**src/rtl/dla_stim_pkg.sv**
```systemverilog
// Shared types and LFSR helpers for the dla_stim_gen stimulus source.
// Optional signature logic is enabled with the DLA_STIM_SIGNATURE_EN macro.
package dla_stim_pkg;

   localparam int unsigned CNT_W = 16;

   typedef enum logic [1:0] {
      IDLE,
      RUN,
      DONE
   } state_e;

   // Galois feedback constants for the supported data widths.
   function automatic logic [31:0] lfsr_taps(input int unsigned width);
      case (width)
         8:       return 32'h0000_00B8;
         16:      return 32'h0000_B400;
         default: return 32'h8020_0003;
      endcase
   endfunction

   function automatic logic [31:0] lfsr_next(input logic [31:0] state, input int unsigned width);
      logic [31:0] nxt;
      nxt = state >> 1;
      if (state[0]) begin
         nxt = nxt ^ lfsr_taps(width);
      end
      return nxt;
   endfunction

   // Per-channel seed: base + channel, truncated to width, never zero.
   function automatic logic [31:0] lfsr_seed(input int unsigned base, input int unsigned ch,
                                             input int unsigned width);
      logic [31:0] s;
      s = 32'(base + ch);
      if (width < 32) begin
         s = s & ((32'd1 << width) - 32'd1);
      end
      if (s == 32'd0) begin
         s = 32'd1;
      end
      return s;
   endfunction

endpackage

```
**src/rtl/dla_stim_lane.sv**
```systemverilog
// One stimulus channel: LFSR data, saturating beat counter, valid register,
// and (with DLA_STIM_SIGNATURE_EN) a rotate-XOR signature register.
module dla_stim_lane
   import dla_stim_pkg::*;
#(
   parameter int unsigned WIDTH     = 16,
   parameter int unsigned BURST_LEN = 256,
   parameter int unsigned SEED      = 1
) (
   input  logic             clk,
   input  logic             rst,
   input  logic             load,
   input  logic             en,
   input  logic             ready,
   output logic             valid,
   output logic [WIDTH-1:0] data,
   output logic             fin_c
`ifdef DLA_STIM_SIGNATURE_EN
   ,
   output logic [WIDTH-1:0] sig_nxt_c
`endif
);

   localparam logic [CNT_W-1:0] LAST = CNT_W'(BURST_LEN);
   localparam logic [WIDTH-1:0] SEED_W = WIDTH'(SEED);

   logic [CNT_W-1:0] cnt;
   logic             xfer_c;

   assign xfer_c = valid && ready && en;

   // Finished once saturated, or on the cycle the final beat transfers.
   assign fin_c = (cnt == LAST) || (xfer_c && (cnt == (LAST - CNT_W'(1))));

   always_ff @(posedge clk or posedge rst) begin
      if (rst) begin
         data  <= SEED_W;
         cnt   <= '0;
         valid <= 1'b0;
      end else if (load) begin
         data  <= SEED_W;
         cnt   <= '0;
         valid <= 1'b1;
      end else if (!en) begin
         valid <= 1'b0;
      end else if (xfer_c) begin
         data  <= WIDTH'(lfsr_next(32'(data), WIDTH));
         cnt   <= cnt + CNT_W'(1);
         valid <= (cnt + CNT_W'(1)) != LAST;
      end
   end

`ifdef DLA_STIM_SIGNATURE_EN
   logic [WIDTH-1:0] sig;

   assign sig_nxt_c = load   ? '0 :
                      xfer_c ? ({sig[WIDTH-2:0], sig[WIDTH-1]} ^ data) :
                               sig;

   always_ff @(posedge clk or posedge rst) begin
      if (rst) begin
         sig <= '0;
      end else begin
         sig <= sig_nxt_c;
      end
   end
`endif

endmodule

```
**src/rtl/dla_stim_gen.sv**
```systemverilog
// Multi-channel LFSR stimulus source with start/abort control and completion status.
// Define DLA_STIM_SIGNATURE_EN to add the o_signature output.
module dla_stim_gen
   import dla_stim_pkg::*;
#(
   parameter int unsigned NUM_CH    = 24,
   parameter int unsigned WIDTH     = 16,
   parameter int unsigned BURST_LEN = 256,
   parameter int unsigned SEED_BASE = 1
) (
   input  logic                    clk,
   input  logic                    rst,
   input  logic                    i_start,
   input  logic                    i_abort,
   input  logic [NUM_CH-1:0]       i_ready,
   output logic [NUM_CH-1:0]       o_valid,
   output logic [NUM_CH*WIDTH-1:0] o_data,
   output logic                    o_busy,
   output logic                    o_done,
   output logic                    o_aborted
`ifdef DLA_STIM_SIGNATURE_EN
   ,
   output logic [WIDTH-1:0]        o_signature
`endif
);

   state_e              state;
   logic                load_c;
   logic                en_c;
   logic                all_fin_c;
   logic [NUM_CH-1:0]   fin_c;
`ifdef DLA_STIM_SIGNATURE_EN
   logic [WIDTH-1:0]    sig_nxt [NUM_CH];
   logic [WIDTH-1:0]    sig_xor_c;
`endif

   // Abort takes priority: lanes are disabled in the same cycle it is seen.
   assign load_c    = i_start && (state != RUN);
   assign en_c      = (state == RUN) && !i_abort;
   assign all_fin_c = &fin_c;

   for (genvar c = 0; c < NUM_CH; c++) begin : g_lane
      dla_stim_lane #(
         .WIDTH     (WIDTH),
         .BURST_LEN (BURST_LEN),
         .SEED      (int'(lfsr_seed(SEED_BASE, c, WIDTH)))
      ) u_lane (
         .clk       (clk),
         .rst       (rst),
         .load      (load_c),
         .en        (en_c),
         .ready     (i_ready[c]),
         .valid     (o_valid[c]),
         .data      (o_data[c*WIDTH +: WIDTH]),
         .fin_c     (fin_c[c])
`ifdef DLA_STIM_SIGNATURE_EN
         ,
         .sig_nxt_c (sig_nxt[c])
`endif
      );
   end

   always_ff @(posedge clk or posedge rst) begin
      if (rst) begin
         state     <= IDLE;
         o_busy    <= 1'b0;
         o_done    <= 1'b0;
         o_aborted <= 1'b0;
      end else begin
         case (state)
            IDLE, DONE: begin
               if (i_start) begin
                  state     <= RUN;
                  o_busy    <= 1'b1;
                  o_done    <= 1'b0;
                  o_aborted <= 1'b0;
               end
            end
            RUN: begin
               if (i_abort) begin
                  state     <= IDLE;
                  o_busy    <= 1'b0;
                  o_done    <= 1'b0;
                  o_aborted <= 1'b1;
               end else if (all_fin_c) begin
                  state  <= DONE;
                  o_busy <= 1'b0;
                  o_done <= 1'b1;
               end
            end
            default: begin
               state  <= IDLE;
               o_busy <= 1'b0;
               o_done <= 1'b0;
            end
         endcase
      end
   end

`ifdef DLA_STIM_SIGNATURE_EN
   // Fold all lane signatures; registered alongside the lane registers.
   always_comb begin
      sig_xor_c = '0;
      for (int c = 0; c < NUM_CH; c++) begin
         sig_xor_c = sig_xor_c ^ sig_nxt[c];
      end
   end

   always_ff @(posedge clk or posedge rst) begin
      if (rst) begin
         o_signature <= '0;
      end else begin
         o_signature <= sig_xor_c;
      end
   end
`endif

endmodule

```
**config.mk**
```make
export PLATFORM = sky130hd
export DESIGN_NAME = dla_stim_gen
export DESIGN_NICKNAME = d
export VERILOG_FILES = /design/src/rtl/dla_stim_pkg.sv /design/src/rtl/dla_stim_lane.sv /design/src/rtl/dla_stim_gen.sv
export SDC_FILE = /design/constraint.sdc
export NUM_CORES = 2
export LEC_CHECK = 0
export ABC_AREA = 1
export ABC_CLOCK_PERIOD_IN_PS = 9600
export BUFFER_PORTS_ARGS = -buffer_cell sky130_fd_sc_hd__clkbuf_2
export CAP_MARGIN = 30
export CORE_MARGIN = 4
export CORE_UTILIZATION = 30
export DETAILED_ROUTE_END_ITERATION = 7
export PLACE_DENSITY = 0.45
export SYNTH_ARGS = -nofsm -noshare
export SYNTH_HDL_FRONTEND = slang
export SYNTH_HIERARCHICAL = 1
export SYNTH_SLANG_ARGS = --single-unit
```
**constraint.sdc**
```tcl
create_clock -name clk -period 9.6 [get_ports clk]
set_input_delay 0.96 -clock clk [delete_from_list [all_inputs] [get_ports clk]]
set_output_delay 0.96 -clock clk [all_outputs]
set_load 0.1 [all_outputs]
```
==> metrics.yaml <==
worst_setup_path:
  slowest_delay_ps: 470
  arrival_ps: 3910
  start_kind: "flip-flop"
  crit_fanout: 30
  end_kind: "flip-flop"
  slowest_stage: "buf_4"
  crit_top_cell: "nand2_1"
  worstPathRequired_ps: 10170
  critical_path.cell_chain: "nor3_4, buf_4, nand3_1, or2_2, a21oi_1, nand2_1, nor2_1, nand2_1, nor2_1, nand2_1, nand2_2, nand2_1, nand2_1, nand2_1"
  worst-setup-path-type: "flip-flop to flip-flop"
timing:
  setup_viol: 0
  post-route-min-period_ps: 3340
  fin_skew_ps: 33.4
  slew_viol_final: 0
  period_share_pct: 34.8
  max_freq_mhz: 299
  worst_pin_slew_ps: 1030
  hold_violations: 0
  fin_tns_setup_ps: 0
  rsz0062_at_grt: "false"
  whs_ps: 495
  relSlewSlack_pct: 31.0
synth:
  synth_area_sq_um: 42400
  avgSynthCellArea_sq_um: 7.75
  synth_nets: 5572
  yosysUniqueCellTypes: 34
  synth.most_common_cell: "nand2_1"
  synth_seq_cells: 797
  yosysSeqAreaShare_pct: 47.2
  synth_edf_count: 0
  synth_area_leaders: "dfrtp_1 (44%), nand2_1 (12%), inv_1 (7.7%)"
  synth_top_area_share_pct: 43.8
  yosys.area.top_type: "dfrtp_1"
  ys_warn_count: 6
  synth_ff_type: "dfrtp_1"
  synthCells: 5472
  yosys-top-cells-count: "nand2_1 (1373), inv_1 (865), dfrtp_1 (743), nor2_1 (450), o22ai_1 (386)"
  async_reset_ff_share_pct: 100
power_and_ir_drop:
  p_seq_share_pct: 40.0
  p_int_mw: 6.06
  clock_power_share_pct: 43.2
  p_sw_mw: 2.97
  p_leak_nw: 22.3
  combPwrFrac_pct: 16.7
  swShare_pct: 32.9
  power.total_mw: 9.03
  max-vdd-ir-drop_mv: 0.121
  powerDensity_nw_per_um2: 179
clock_network:
  clkSinkCount: 797
  clock_path_buffers: 3
  cts_resized: 0
  cts_tree: "built"
  clk_pin_slew_ps: 60
  h-tree-depth: 3
  cts_root_buf: "clkbuf_16"
  cts_setup_buffers: 0
  cts_buffers: 98
  clk_latency_ps: 700
  cts_hold_buffers: 0
global_routing:
  gr-total-overflow: 0
  grt_use_total_pct: 16.7
  grt_pass1_vias: 36687
  antenna_found_initial: 6
  grt_max_degree: 34
  grt_pass1_wl_mm: 203
routing:
  wl_met2_mm: 55.4
  vias_per_cell: 4.70
  final_antenna_net_count: 0
  vias: 37226
  highest_layer: "met5"
  drt_first_pass_iters: 8
  met1_length_mm: 61.1
  dr_wl_met3_mm: 6.84
  drtIter0Drc: 2124
  drt-total-wl_mm: 126
  wire_per_inst_um: 15.9
  drc: 0
layout:
  syn_to_final_growth_pct: 19.0
  fin_nets: 6058
  drive_above_1_share_pct: 16.3
floorplanning:
  die_area_sq_um: 147000
  io_pins: 439
  die_width_um: 384
  dieHeight_um: 384
  core.rowCount: 137
  start_util_pct: 30.3
  core_area_sq_um: 140000
worst_hold_path:
  hold_path_class: "flip-flop to flip-flop"
placed_design:
  dp_hpwl_mm: 90.9
  port_buffers: 438
  gp_congestion: 0.843
run:
  maxCapViolations: 0
run_status:
  status: "finished, final reports clean"
==> layout make-up <==
cell class | instances | area (sq um)
Inverter | 885 | 3320
Clock buffer | 141 | 2860
Timing Repair Buffer | 498 | 2720
Multi-Input combinational cell | 3678 | 18700
Clock inverter | 44 | 542
Sequential cell | 797 | 20000
Tap cell | 1876 | 2350
Fill cell | 14789 | 89600
Antenna cell | 2 | 5.00
==> per-layer routing <==
metal | track usage [%] | vias up
met5 | 0 | -
met4 | 4.52 | 6
met3 | 3.36 | 146
met2 | 26.0 | 656
met1 | 23.7 | 17580
li1 | - | 18838
==> worst max-delay path, delay by kind of cell, from the launching register on <==
family | cells | cell delay, ps
buffers and inverters | 1 | 470
AO/OA/AOI/OAI | 1 | 260
flip-flops | 1 | 420
AND/OR/NAND/NOR | 12 | 2000
==> path summary, 6_finish.rpt <==
path	startpoint	to	slack, ps	cells past startpoint
max	state[1]	o_done	6260	14
min	g_lane[5].u_lane/data[2]	g_lane[5].u_lane/data[2]	500	2
max reg2reg	state[1]	o_done	6260	14
min reg2reg	g_lane[5].u_lane/data[2]	g_lane[5].u_lane/data[2]	500	2
max in group asynchronous	rst	g_lane[1].u_lane/cnt[15]	7840	4
min in group asynchronous	rst	g_lane[3].u_lane/cnt[0]	510	2
==> placed cells by master (no fill, tap or decap), drive strengths merged, types with 5 or more instances in the layout <==
cell type	instances
a21oi	43
a22oi	54
and3	9
buf	60
bufinv	10
clkbuf	579
clkinv	26
clkinvlp	6
dfrtp	743
dfstp	54
ha	72
inv	887
nand2	1441
nand3	285
nand4	175
nor2	589
nor3	5
nor4	44
o21ai	421
o22ai	386
or2	21
xnor2	81
xor2	46
==> registers in the layout, indices dropped and copies added, names as in the netlist <==
signal               count
o_done                   1
g_lane.u_lane/data     384
state                    2
g_lane.u_lane/valid     24
o_busy                   1
o_aborted                1
g_lane.u_lane/cnt      384
==> metrics by stage <==
stage          worst slack, ps  utilization (%)  cells  cell area, sq um
3_5_place_dp              5640             33.6   7733             47100
6_report                  6260             36.0   7921             50500
5_1_grt                   6030             36.0   7919             50500
3_3_place_gp              5660             33.5   7729             47000
2_1_floorplan             5210                -   5472             42400
4_1_cts                   6270             36.0   7918             50500
==> power by group through the flow <==
stage,sequential (mW),clock [mW],combinational [mW]
after floorplan,4.35,0,0.442
after global placement,3.67,0,1.51
after detailed placement,3.67,0,1.53
after CTS,3.61,4.07,1.53
after global routing,3.63,4.20,1.61
final,3.61,3.90,1.51
==> cells by family (layout without fill, tap and decap cells) <==
group,count (synthesis),count (layout),synth area share [%]
flip-flops,797,797,47.2
AO/OA/AOI/OAI,909,909,12.4
adder cells (fa/ha/maj),72,72,2.12
XOR/XNOR,127,127,2.62
buffers and inverters,997,1568,8.84
AND/OR/NAND/NOR,2570,2570,26.9
other,0,2,0
Note: power is estimated with default switching activity, not from simulation.
